<file path="src/rtl/spu_event_fifo.sv">
// spu_event_fifo
//   Captures every non-idle event from the SPU event port, tags it with a
//   free-running timestamp and queues it for a valid/ready trace sink.
//   A full queue drops the event, bumps a saturating drop counter and sets
//   a sticky overflow flag.
//
// Ports
//   clk_i, rst_ni          clock, asynchronous active-low reset
//   clear_i                synchronous flush of queue, timestamp and drop state
//   e_id_i/e_info_i/s_id_i event port from spu_top (e_id_i == 0 means idle)
//   ev_valid_o/ev_ready_i  head-of-queue handshake (first-word-fall-through)
//   ev_id_o/ev_info_o/ev_sid_o/ev_ts_o  head entry, zero while empty
//   level_o                number of queued entries (0..DEPTH)
//   drop_cnt_o             saturating count of dropped events
//   overflow_o             sticky, set on the first drop
module spu_event_fifo #(
    parameter int NUM_EVENT       = 5,
    parameter int EVENT_INFO_BITS = 8,
    parameter int NUM_SOURCE      = 2,
    parameter int DEPTH           = 8,
    parameter int TS_WIDTH        = 32,
    parameter int DROP_CNT_WIDTH  = 16,
    localparam int EVENT_ID_BITS  = $clog2(NUM_EVENT + 1),
    localparam int SOURCE_ID_BITS = $clog2(NUM_SOURCE),
    localparam int LVL_W          = $clog2(DEPTH + 1)
) (
    input  logic                       clk_i,
    input  logic                       rst_ni,
    input  logic                       clear_i,
    input  logic [EVENT_ID_BITS-1:0]   e_id_i,
    input  logic [EVENT_INFO_BITS-1:0] e_info_i,
    input  logic [SOURCE_ID_BITS-1:0]  s_id_i,
    output logic                       ev_valid_o,
    input  logic                       ev_ready_i,
    output logic [EVENT_ID_BITS-1:0]   ev_id_o,
    output logic [EVENT_INFO_BITS-1:0] ev_info_o,
    output logic [SOURCE_ID_BITS-1:0]  ev_sid_o,
    output logic [TS_WIDTH-1:0]        ev_ts_o,
    output logic [LVL_W-1:0]           level_o,
    output logic [DROP_CNT_WIDTH-1:0]  drop_cnt_o,
    output logic                       overflow_o
);

    localparam int PTR_W   = $clog2(DEPTH);
    localparam int ENTRY_W = EVENT_ID_BITS + EVENT_INFO_BITS + SOURCE_ID_BITS + TS_WIDTH;

    function automatic logic [DROP_CNT_WIDTH-1:0] sat_inc(input logic [DROP_CNT_WIDTH-1:0] v);
        if (&v) return v;
        return v + DROP_CNT_WIDTH'(1);
    endfunction

    logic [ENTRY_W-1:0]        mem_q [DEPTH];
    logic [PTR_W-1:0]          wr_ptr_q, rd_ptr_q;
    logic [LVL_W-1:0]          level_q;
    logic [TS_WIDTH-1:0]       ts_q;
    logic [DROP_CNT_WIDTH-1:0] drop_cnt_q;
    logic                      overflow_q;

    logic               push_req, pop, full, push_ok, drop, wr_en;
    logic [ENTRY_W-1:0] entry, head;

    // ---- capture / admission ----
    assign push_req = (e_id_i != '0);
    assign pop      = ev_valid_o & ev_ready_i;
    assign full     = (level_q == LVL_W'(DEPTH));
    // A pop in the same cycle frees the head slot, so a full queue still accepts.
    assign push_ok  = push_req & (~full | pop);
    assign drop     = push_req & full & ~pop;
    assign wr_en    = push_ok & ~clear_i;
    assign entry    = {e_id_i, e_info_i, s_id_i, ts_q};

    // ---- storage (payload is not reset; validity comes from level_q) ----
    always_ff @(posedge clk_i) begin
        if (wr_en) mem_q[wr_ptr_q] <= entry;
    end

    // ---- control state ----
    always_ff @(posedge clk_i or negedge rst_ni) begin
        if (!rst_ni) begin
            wr_ptr_q   <= '0;
            rd_ptr_q   <= '0;
            level_q    <= '0;
            ts_q       <= '0;
            drop_cnt_q <= '0;
            overflow_q <= 1'b0;
        end else if (clear_i) begin
            wr_ptr_q   <= '0;
            rd_ptr_q   <= '0;
            level_q    <= '0;
            ts_q       <= '0;
            drop_cnt_q <= '0;
            overflow_q <= 1'b0;
        end else begin
            ts_q <= ts_q + TS_WIDTH'(1);
            if (push_ok) wr_ptr_q <= wr_ptr_q + PTR_W'(1);
            if (pop)     rd_ptr_q <= rd_ptr_q + PTR_W'(1);
            level_q <= level_q + LVL_W'(push_ok) - LVL_W'(pop);
            if (drop) begin
                drop_cnt_q <= sat_inc(drop_cnt_q);
                overflow_q <= 1'b1;
            end
        end
    end

    // ---- head output (first-word-fall-through, zeroed while empty) ----
    assign head       = mem_q[rd_ptr_q];
    assign ev_valid_o = (level_q != '0);
    assign ev_id_o    = ev_valid_o ? head[ENTRY_W-1 -: EVENT_ID_BITS] : '0;
    assign ev_info_o  = ev_valid_o ? head[SOURCE_ID_BITS+TS_WIDTH +: EVENT_INFO_BITS] : '0;
    assign ev_sid_o   = ev_valid_o ? head[TS_WIDTH +: SOURCE_ID_BITS] : '0;
    assign ev_ts_o    = ev_valid_o ? head[TS_WIDTH-1:0] : '0;
    assign level_o    = level_q;
    assign drop_cnt_o = drop_cnt_q;
    assign overflow_o = overflow_q;

endmodule

</file>
<file path="config.mk">
export PLATFORM = sky130hd
export DESIGN_NAME = spu_event_fifo
export DESIGN_NICKNAME = d
export VERILOG_FILES = /design/src/rtl/spu_event_fifo.sv
export SDC_FILE = /design/constraint.sdc
export NUM_CORES = 1
export LEC_CHECK = 0
export CELL_PAD_IN_SITES_DETAIL_PLACEMENT = 1
export CELL_PAD_IN_SITES_GLOBAL_PLACEMENT = 1
export CORE_AREA = 4 4 186 188
export CTS_CLUSTER_DIAMETER = 100
export DETAILED_ROUTE_END_ITERATION = 10
export DIE_AREA = 0 0 190 192
export MAX_ROUTING_LAYER = met4
export PLACE_DENSITY_LB_ADDON = 0.1
export SYNTH_ARGS = -nofsm -noshare
export SYNTH_HDL_FRONTEND = slang
export SYNTH_SLANG_ARGS = --single-unit
</file>
<file path="constraint.sdc">
create_clock -name clk_i -period 5.5 [get_ports clk_i]
set_input_delay 0.55 -clock clk_i [delete_from_list [all_inputs] [get_ports clk_i]]
set_output_delay 0.55 -clock clk_i [all_outputs]
set_load 0.02 [all_outputs]
</file>
* Word level (Yosys, flattened, before mapping)
Memory sizes are Yosys's and may differ from the RTL's.
Index checks and enable logic that the tools add are counted.
** Word-level totals
- ROM bits :: 0
- Memories :: 1
- Bits in latches :: 0
- Word-level logic and storage cells :: 51
- Memory bits (writable) :: 352
- Input port bits :: 16
- Register bits :: 59
** Cells by class
- Shift operators :: 0
- $mul :: 0
- Mux-type cells :: 20
- Equality and inequality tests :: 2
- Bitwise gates (word level) :: 9
- Order comparisons :: 0
- Div/mod/pow operators :: 0
- Reduce and logical (&&, ||, !) cells :: 7
- Add/subtract/negate cells :: 6
** Memory list
- mem_q :: depth 8, width 44, read ports 1, clocked after memory_dff 0, wr ports 1, line 52 : logic [ENTRY_W-1:0] mem_q [DEPTH];
** Operator list (count)
- 2-to-1 mux 32 bit :: 2
- 2-to-1 mux 16 bit :: 3
- adder 32 x 1 -> 32 bit (second input constant) :: 1
- adder 16 x 1 -> 16 bit (second input constant) :: 1
- AND reduction 16 bit :: 1
- 2-to-1 mux 3 bit :: 5
- 2-to-1 mux 1 bit :: 8
- 2-to-1 mux 8 bit :: 1
- adder 3 x 1 -> 3 bit (second input constant) :: 2
- nonzero test 2 bit :: 3
- AND 1 bit :: 5
- adder 4 x 1 -> 4 bit :: 1
- equality test 4 bit (second input constant) :: 1
- 2-to-1 mux 4 bit :: 1
- nonzero test 4 bit :: 1
- subtractor 4 x 1 -> 4 bit :: 1
- != test 3 bit (second input constant) :: 1
- NOT 1 bit :: 3
- nonzero test 3 bit :: 1
- AND reduction 2 bit :: 1
- OR 1 bit :: 1

* Depth between registers and ports, before layout
Gate-level depths: netlist of run 1.
- Word-level depth :: 9
- Gate-level depth with buffers :: 13

* Least setup slack after synthesis of run 1
OpenSTA, ideal clock, no wires.
- Path type :: register to register
- Start :: register level_q[2], in the netlist level_o[2]
- End :: memory mem_q[0][0] (netlist name) (enable)
- Buffers on the path :: 0
- Setup slack :: 0.449 ns
- Arrival time :: 4.552 ns
- Cell stages (with the launch flop) :: 7
- Cells stage by stage :: dfrtp_1 inv_1 ha_1 nand2b_1 a31o_2 or3_1 nor3_1
** Between the ends
- Longest elaborated chain between the ends :: 7
- Elaborated cells on any way between the ends :: 9
- Classes of those cells :: eq/ne: 1; mux: 2; bitwise: 5; reduce/logical: 1
** Ends and longest elaborated chain
- from (decl) :: line 54 : logic [LVL_W-1:0] level_q;
- from (signal assigned) :: line 97 : level_q <= level_q + LVL_W'(push_ok) - LVL_W'(pop);
- nonzero test 4 bit / equality test 4 bit (equally long branches) :: line 107, 65
- AND 1 bit / NOT 1 bit (equally long branches) :: line 64, 67
- OR 1 bit (*) :: line 67 : assign push_ok = push_req & (~full | pop);
- AND 1 bit (*) :: line 67
- AND 1 bit (*) :: line 69 : assign wr_en = push_ok & ~clear_i;
- 2-to-1 mux 1 bit (*) :: line 74 : if (wr_en) mem_q[wr_ptr_q] <= entry;
- 2-to-1 mux 1 bit (not written as such) (*) :: line 74
- to (decl) :: line 52
Every way passes the cells marked *; elsewhere a longest branch is shown, timed or not.

* Worst setup path after layout of run 1
- Start :: register rd_ptr_q[0]
- End :: output port ev_ts_o[4]
** Between the ends
- Longest elaborated chain between the ends :: 2
** Ends and longest elaborated chain
- from (decl) :: line 53 : logic [PTR_W-1:0] wr_ptr_q, rd_ptr_q;
- from (signal assigned) :: line 96 : if (pop) rd_ptr_q <= rd_ptr_q + PTR_W'(1);
- memory read (8 x 44 bit)
- 2-to-1 mux 32 bit :: line 111 : assign ev_ts_o = ev_valid_o ? head[TS_WIDTH-1:0] : '0;
- to (decl) :: line 38 : output logic [TS_WIDTH-1:0] ev_ts_o,
Every way passes these cells.

==> flow_metrics.py, run 1 <==
metrics = {
    "logic_synthesis": {
        "synth.net_count": 903,
        "yosysTopAreaCell": "edfxtp_1",
        "synth-main-ff-cell": "edfxtp_1",
        "seq_area_frac_synth": 0.7374,
        "yosysWarningCount": 0,
        "synth.avg_cell_area_um2": 18.63,
        "ys_types": 40,
        "synth_area_um2": 16340,
        "synth_async_sr_flop_share": 0.1436,
        "synth_common_cells": "edfxtp_1, nor2_1, mux4_2",
        "netlist_top_cells_area": "edfxtp_1, mux4_2, dfrtp_1",
        "synth.most_common_cell": "edfxtp_1",
        "ys_seq_elements": 411,
        "synthCells": 877,
        "synth_enable_flop_cells": 352,
        "yosys.area.top_type_share": 0.6470,
    },
    "setup_path": {
        "critPathKind": "reg -> out",
        "path_cells": "buf_12, mux4_2, mux2i_1, nor2_1, clkdlybuf4s50_1",
        "worst_setup_path_startpoint": "rd_ptr_q[0]",
        "regToRegSetupSlack_ps": 2300,
        "cp-endpoint": "ev_ts_o[4]",
        "worstPathRequired_ps": 4950,
        "worst_r2r_endpoint": "mem_q[1][8]",
        "reg2reg_depth": 8,
        "crit_slowest_cell": "dfrtp_4",
        "slowest_delay_ps": 920,
        "cp-start-kind": "flop",
        "critPathMaxFanout": 38,
        "r2r-start": "level_o[2]",
        "critical_path_arrival_ps": 3380,
        "crit_path_end_kind": "output pin",
    },
    "power_and_ir_drop": {
        "p_int_mw": 6.425,
        "switchingPower_mw": 2.541,
        "p_total_mw": 8.967,
        "p_clk_frac": 0.310,
        "peakVddDrop_mv": 0.2436,
        "p_per_area_nw_per_um2": 469.4,
        "power_frac_comb": 0.259,
        "sequentialPowerShare": 0.431,
        "power_leakage_nw": 6.236,
        "swShare": 0.2834,
    },
    "global_route": {
        "track_usage": 0.2058,
        "grt_overflow": 0,
        "grt_max_degree": 72,
        "grt_pass1_wl_um": 55600,
        "antenna_found_initial": 0,
        "grt_pass1_vias": 9275,
    },
    "clocking": {
        "cts_hold_buf": 0,
        "cts_resized": 0,
        "clock-sinks": 411,
        "clk_pin_slew_ps": 60,
        "post_cts_buffers": 0,
        "htreeDepth": 2,
        "cts_tree": "done",
        "clockBufferDepth": 3,
        "cts_buffers": 41,
        "clk_latency_ps": 530,
        "cts_root_buffer": "clkbuf_16",
    },
    "routing": {
        "drt_pre_antenna_iters": 6,
        "via_per_inst": 5.671,
        "avgRoutedWirePerCell_um": 24.21,
        "drt_wl_total_um": 35290,
        "drc": 0,
        "detail-route-antenna-nets": 0,
        "vias": 8268,
        "drtIter0Drc": 593,
    },
    "sta": {
        "period_share": 0.7150,
        "fin_crit_ps": 3933,
        "finalMaxSlewViolations": 0,
        "rsz0062_at_grt": "no",
        "max_freq_mhz": 254.3,
        "tightest_slew_ps": 1197,
        "fin_skew_ps": 19.28,
        "finalSetupViolCount": 0,
        "holdWs_ps": 177.0,
        "slew_headroom": 0.1959,
        "hold_viol": 0,
        "finalSetupTns_ps": 0,
    },
    "cells_and_area": {
        "area_delta_synth_final_pct": 16.93,
        "multiInputGateArea_um2": 4145,
        "fillers": 2934,
        "final_nets": 1004,
        "instances_no_fill": 1458,
        "diodes": 0,
        "seq_area_um2": 12060,
        "layout-drive-gt1-share": 0.1871,
    },
    "floorplan": {
        "io_pins": 82,
        "die_h_um": 192,
        "dieArea_um2": 36480,
        "initial_core_util": 0.4934,
        "core_area_um2": 33110,
        "rows": 67,
        "die_w_um": 190,
    },
    "outcome": {
        "status": "finished clean",
    },
    "placement": {
        "gp_congestion": 0.7763,
        "dp_cells": 1383,
        "post-dp-hpwl_um": 20080,
        "port_buffers": 81,
    },
    "min_path": {
        "hold_path_class": "in -> async",
    },
    "run": {
        "max_cap_viol_count": 0,
    },
}
## placed cells by master, fill, tap and decap left out, types with 2 or more instances in the layout
cell	count
a21oi_1	8
and3_1	4
and4_1	4
buf_12	2
buf_2	2
buf_4	15
bufinv_16	4
clkbuf_1	9
clkbuf_16	42
clkbuf_8	4
clkdlybuf4s50_1	79
clkinv_1	4
clkinv_2	9
clkinvlp_4	2
dfrtp_1	56
dfrtp_4	2
edfxtp_1	352
ha_1	9
inv_1	10
mux2i_1	45
mux4_2	88
nand2_1	17
nand2b_1	3
nand3_1	22
nand4_1	16
nor2_1	100
nor2_4	6
nor2b_1	4
nor3_1	3
nor3_2	2
nor4_1	10
nor4_2	2
o21ai_0	5
o31ai_1	2
or3_1	4
or4_1	3
xnor2_1	19
xor2_1	27
## cell families after synthesis
logic type / synth area share
fa+ha+maj: 0.008118
buf+inv: 0.01271
xor+xnor: 0.02466
simple gates: 0.06234
compound gates: 0.005897
flops: 0.7374
mux: 0.1489
## per-layer routing
layer  vias to the layer above  GRT usage  part of all wire
met3                        49    0.02781             0.034
li1                       3652          -                 -
met1                      4423     0.2732              0.43
met5                         -          -                 0
met2                       144     0.3484              0.52
met4                         0    0.04118             0.016
## worst min path at each step
stage,cells after the start,slack [ps],end
4_1_cts,2,220,ts_q[24]
2_1_floorplan,0,250,drop_cnt_o[0]
3_5_place_dp,2,510,overflow_o
5_1_grt,2,240,ts_q[26]
6_report,2,180,ts_q[26]
3_3_place_gp,2,510,overflow_o
## final cells by class
| type | instances | share of cell area |
|---|---|---|
| Clock buffer | 55 | 0.05967 |
| Clock inverter | 20 | 0.01107 |
| Inverter | 10 | 0.001965 |
| Multi-Input combinational cell | 416 | 0.2170 |
| Sequential cell | 411 | 0.6311 |
| Tap cell | 448 | 0.02934 |
| Timing Repair Buffer | 98 | 0.04991 |
## flip-flops by register name, summed over array words and instances (netlist names)
name,flops
mem_q,352
ts_q,32
drop_cnt_o,16
level_o,4
rd_ptr_q,3
wr_ptr_q,3
overflow_o,1
## through the flow
stage                     area [um2]  setup WS [ps]  utilization
after global routing           19100           1385       0.5769
after detailed placement       17750           1662       0.5361
final                          19100           1567       0.5769
after floorplan                16340          448.5            -
after global placement         17750           1654       0.5361
after CTS                      19100           1475       0.5769
## power groups by stage
stage          sequential, mW  clock [mW]  combinational [mW]
4_1_cts                  3.88        2.84                2.38
5_1_grt                  3.90        3.00                2.51
6_report                 3.86        2.78                2.33
3_5_place_dp             3.94           0                2.37
3_3_place_gp             3.92           0                2.34
2_1_floorplan            3.81           0                1.55
## critical path, delay by kind of cell, from the launching register on
family	cells	cell delay [ps]
buffers and inverters	2	940
and+or+nand+nor	1	80
DFF	1	920
muxes	2	870
Power figures use the tool's default switching activity.
==> inputs of run 2 (changes only) <==
==> constraint.sdc (replaced) <==
create_clock -name clk_i -period 3.9 [get_ports clk_i]
set_input_delay 0.39 -clock clk_i [delete_from_list [all_inputs] [get_ports clk_i]]
set_output_delay 0.39 -clock clk_i [all_outputs]
set_load 0.02 [all_outputs]
==> run 2 against run 1 <==
Largest power group unchanged. Clock-buffer cell count up 2. Non-clock buffer count is 8 higher. Routed wire length is essentially flat. Register-to-register slack got worse by 1500 ps. Largest cell class unchanged. Via count is 0.34% lower. Hold slack lost 150 ps. Critical path depth did not move. Die area unchanged. Power increased by 46%. Critical endpoint is now ev_info_o[7]. Sequential cell count is the same. Highest routed layer unchanged. Combinational power increased by 51%.
==> flow_metrics.py, run 2 (same netlist as run 1, synthesis figures left out) <==
metrics = {
    "routing": {
        "detail-route-antenna-nets": 0,
        "drt_wl_total_um": 35300,
        "avgRoutedWirePerCell_um": 24.01,
        "vias": 8240,
        "drtIter0Drc": 594,
        "drc": 0,
        "drt_pre_antenna_iters": 4,
        "via_per_inst": 5.605,
    },
    "sta": {
        "period_share": 0.8368,
        "finalMaxSlewViolations": 0,
        "holdWs_ps": 28.72,
        "rsz0062_at_grt": "no",
        "finalSetupTns_ps": 0,
        "fin_skew_ps": 18.98,
        "finalSetupViolCount": 0,
        "fin_crit_ps": 3264,
        "hold_viol": 0,
        "tightest_slew_ps": 1150,
        "slew_headroom": 0.2274,
        "max_freq_mhz": 306.4,
    },
    "floorplan": {
        "core_area_um2": 33110,
        "dieArea_um2": 36480,
        "die_h_um": 192,
        "die_w_um": 190,
        "rows": 67,
        "io_pins": 82,
        "initial_core_util": 0.4934,
    },
    "clocking": {
        "cts_resized": 0,
        "post_cts_buffers": 0,
        "cts_buffers": 43,
        "htreeDepth": 2,
        "clockBufferDepth": 3,
        "clk_pin_slew_ps": 60,
        "clk_latency_ps": 540,
        "cts_root_buffer": "clkbuf_16",
        "cts_tree": "done",
        "clock-sinks": 411,
        "cts_hold_buf": 0,
    },
    "setup_path": {
        "cp-start-kind": "flop",
        "reg2reg_depth": 7,
        "r2r-start": "level_o[2]",
        "critPathKind": "reg -> out",
        "worstPathRequired_ps": 3510,
        "critPathMaxFanout": 39,
        "critical_path_arrival_ps": 2870,
        "worst_r2r_endpoint": "mem_q[2][16]",
        "crit_path_end_kind": "output pin",
        "regToRegSetupSlack_ps": 840,
    },
    "global_route": {
        "grt_pass1_vias": 9350,
        "grt_use_met2": 0.3406,
        "antenna_found_initial": 0,
        "grtUsageMet1": 0.2814,
        "top_usage_layer": "met2",
        "grt_overflow": 0,
        "grt_use_met3": 0.02981,
        "grt_max_degree": 61,
        "grt_pass1_wl_um": 55770,
        "track_usage": 0.2063,
    },
    "cells_and_area": {
        "seq_area_um2": 12060,
        "largest_reg_flops": 352,
        "area_delta_synth_final_pct": 18.77,
        "largest-register": "mem_q",
        "final_common_cell": "edfxtp_1",
        "diodes": 0,
        "finish.utilization": 0.5860,
        "most-common-layout-cells": "edfxtp_1, nor2_1, mux4_2, clkdlybuf4s50_1, dfrtp_1",
        "multiInputGateArea_um2": 4158,
        "fillers": 2875,
        "layout-drive-gt1-share": 0.2035,
        "final_nets": 1014,
    },
    "power_and_ir_drop": {
        "peakVddDrop_mv": 0.4337,
        "p_per_area_nw_per_um2": 673.5,
        "p_total_mw": 13.07,
        "power_leakage_nw": 6.378,
    },
    "outcome": {
        "status": "finished clean",
    },
    "placement": {
        "post-dp-hpwl_um": 20500,
        "port_buffers": 81,
        "gp_congestion": 0.7613,
    },
    "min_path": {
        "hold_path_class": "in -> async",
    },
    "run": {
        "max_cap_viol_count": 0,
    },
}
-- run 2: changes by cell type in the layout (fill, tap and decap cells not counted), sizes merged --
| cell | change |
|---|---|
| clkinv | +3 |
| clkinvlp | -2 |
| buf | +8 |
| bufinv | +1 |
| clkbuf | +2 |
-- run 2: worst max path at each step --
| stage | from | endpoint | slack, ps | cells past startpoint |
|---|---|---|---|---|
| after floorplan | level_o[2] | mem_q[2][0] | 40 | 6 |
| after global placement | e_id_i[1] | mem_q[2][13] | 410 | 6 |
| after detailed placement | e_id_i[1] | mem_q[2][17] | 350 | 6 |
| after CTS | rd_ptr_q[0] | ev_info_o[7] | 540 | 5 |
| after global routing | rd_ptr_q[0] | ev_info_o[7] | 460 | 5 |
| final | rd_ptr_q[0] | ev_info_o[7] | 640 | 5 |
-- run 2: power breakdown --
part / internal, mW / switching [mW]
sequential: 5.15 / 0.176
clock: 2.59 / 1.63
combinational: 1.65 / 1.88
-- run 2: critical path: stages, from the launching register on --
cell,delay [ps]
dfrtp_4,530
buf_12,330
mux4_2,540
mux2i_1,280
nor2_1,70
clkdlybuf4s50_1,550
-- run 2: through the flow --
step | cells | setup WS, ps | area, um2
finish | 1470 | 636.4 | 19400
detailed placement | 1391 | 345.1 | 17910
global placement | 1391 | 412.4 | 17910
CTS | 1470 | 542.6 | 19400
floorplan | 877 | 42.95 | 16350
global route | 1470 | 465.0 | 19400
-- run 2: area by class of cell --
class	instances	share of cell area
Sequential cell	411	0.6213
Tap cell	448	0.02889
Inverter	10	0.001934
Timing Repair Buffer	106	0.05675
Clock buffer	57	0.06448
Clock inverter	22	0.01238
Multi-Input combinational cell	416	0.2143
-- run 2: routing by layer --
| layer | vias up | share of wire |
|---|---|---|
| li1 | 3675 | - |
| met1 | 4362 | 0.44 |
| met2 | 166 | 0.51 |
| met3 | 37 | 0.037 |
| met4 | 0 | 0.014 |
| met5 | - | 0 |
==> inputs of run 3 (changes only) <==
==> constraint.sdc (replaced) <==
create_clock -name clk_i -period 3.15 [get_ports clk_i]
set_input_delay 0.315 -clock clk_i [delete_from_list [all_inputs] [get_ports clk_i]]
set_output_delay 0.315 -clock clk_i [all_outputs]
set_load 0.02 [all_outputs]
==> run 3 against run 2 <==
Routed wire length grew 3.3%. Clock skew shrank 12 ps. Sequential power grew 24%. Via count grew 1.4%. Clock power grew 14%. Non-clock buffer count grew 13. Utilization grew 0.27 points. Die area is the same. Sequential share of layout area shrank 0.28 points. Critical path depth grew 1. Critical path type unchanged. Hold slack gained 290 ps.
==> flow_metrics.py, run 3 (same netlist as run 1, synthesis figures left out) <==
metrics = {
    "outcome": {
        "status": "finished clean",
    },
    "routing": {
        "drt_wl_total_um": 36470,
        "drtIter0Drc": 535,
        "drt_pre_antenna_iters": 4,
        "via_per_inst": 5.636,
        "vias": 8353,
        "avgRoutedWirePerCell_um": 24.61,
        "detail-route-antenna-nets": 0,
        "drc": 0,
    },
    "placement": {
        "port_buffers": 81,
        "post-dp-hpwl_um": 21320,
        "gp_congestion": 0.7777,
        "dp_cells": 1398,
        "place_ws_ps": 21.18,
    },
    "power_and_ir_drop": {
        "swShare": 0.2873,
        "switchingPower_mw": 4.582,
        "peakVddDrop_mv": 0.3772,
        "power_frac_comb": 0.286,
        "p_clk_frac": 0.300,
        "p_total_mw": 15.95,
        "power_leakage_nw": 6.412,
        "p_per_area_nw_per_um2": 818.3,
        "p_int_mw": 11.37,
        "sequentialPowerShare": 0.414,
    },
    "setup_path": {
        "regToRegSetupSlack_ps": 510,
        "crit_path_end_kind": "output pin",
        "cp-start-kind": "flop",
        "critical_path_arrival_ps": 2740,
        "worstPathRequired_ps": 2830,
        "critPathKind": "reg -> out",
        "critPathMaxFanout": 14,
    },
    "sta": {
        "finalSetupViolCount": 0,
        "fin_ws_ps": 99.71,
        "finalMaxSlewViolations": 0,
        "holdWs_ps": 316.8,
        "finalSetupTns_ps": 0,
        "fin_crit_ps": 3050,
        "slew_headroom": 0.3820,
        "tightest_slew_ps": 927.0,
        "max_freq_mhz": 327.8,
        "fin_skew_ps": 7.128,
        "hold_viol": 0,
        "period_share": 0.9683,
    },
    "clocking": {
        "clock-sinks": 411,
        "htreeDepth": 2,
        "clockBufferDepth": 3,
        "cts_root_buffer": "clkbuf_16",
        "clk_pin_slew_ps": 60,
        "clk_latency_ps": 530,
        "cts_tree": "done",
        "cts_buffers": 43,
    },
    "cells_and_area": {
        "most-common-layout-cells": "edfxtp_1, nor2_1, mux4_2, clkdlybuf4s50_1, dfrtp_1",
        "largest_reg_flops": 352,
        "area_delta_synth_final_pct": 19.32,
        "diodes": 0,
        "final_common_cell": "edfxtp_1",
        "layout-drive-gt1-share": 0.1954,
        "instances_no_fill": 1482,
        "largest-register": "mem_q",
        "final_nets": 1027,
    },
    "floorplan": {
        "die_h_um": 192,
        "initial_core_util": 0.4934,
        "die_w_um": 190,
        "io_pins": 82,
        "rows": 67,
        "core_area_um2": 33110,
        "dieArea_um2": 36480,
    },
    "global_route": {
        "track_usage": 0.2120,
        "grt_pass1_wl_um": 57190,
        "antenna_found_initial": 0,
        "grt_pass1_vias": 9399,
        "grt_overflow": 0,
        "grt_max_degree": 45,
    },
    "min_path": {
        "hold_path_class": "in -> reg",
    },
    "run": {
        "max_cap_viol_count": 0,
    },
}
[run 3: changes by cell type in the layout (fill, tap and decap cells not counted), moves of 3 or more]
cell	delta
clkinv_1	+7
dlymetal6s2s_1	+3
clkinv_2	-10
buf_12	+6
clkdlybuf4s50_1	-3
bufinv_16	-3
clkbuf_8	-8
clkinvlp_4	+3
clkbuf_1	+11
[run 3: layer usage]
metal,global-route usage,vias to the layer above,part of all wire
met5,-,-,0
met4,0.04285,0,0.014
met3,0.03235,42,0.043
met2,0.3513,181,0.51
met1,0.2859,4427,0.43
li1,-,3703,-
[run 3: final timing paths]
kind,start,endpoint,cells after the start
max,rd_ptr_q[0],ev_ts_o[28],6
min in group asynchronous,rst_ni,level_o[0],2
max in group asynchronous,rst_ni,ts_q[27],3
min reg2reg,overflow_o,overflow_o,2
min,clear_i,ts_q[10],2
max reg2reg,level_o[2],mem_q[2][42],7
[run 3: power by group through the flow]
stage	clock (mW)	combinational, mW	sequential [mW]
global placement	0	4.43	6.67
global route	5.16	4.91	6.64
finish	4.79	4.56	6.60
floorplan	0	2.72	6.63
CTS	4.90	4.56	6.61
detailed placement	0	4.51	6.72
[run 3: per-stage QoR]
stage / area, um2 / util
CTS: 19400 / 0.5858
floorplan: 16360 / -
global placement: 18050 / 0.5452
finish: 19490 / 0.5887
detailed placement: 18050 / 0.5452
global route: 19490 / 0.5887
[run 3: what timing repair did]
item                                   4_1_cts  5_1_grt
cloned                                       0        1
setup endpoints to repair                   10       32
endpoints found under the hold margin       38        0
buffers inserted                             0        4
resized for setup                            2        7
hold buffers                                 1        0
[run 3: worst max-delay path, cell delays in order (launching register included)]
cell and delay (ps):
dfrtp_4 570, buf_12 140, clkbuf_16 190, mux4_2 500, mux2i_1 180, nor2_1 60
clkdlybuf4s50_1 540
[run 3: final cells by class]
cell class                 instances  area, um2
clock buffer                      60       1182
clock inverter                    18      142.6
fill                            2892      13620
inverter                          10      37.54
multi-input combinational        416       4161
sequential                       411      12060
tap                              448      560.5
timing repair buffer             119       1353
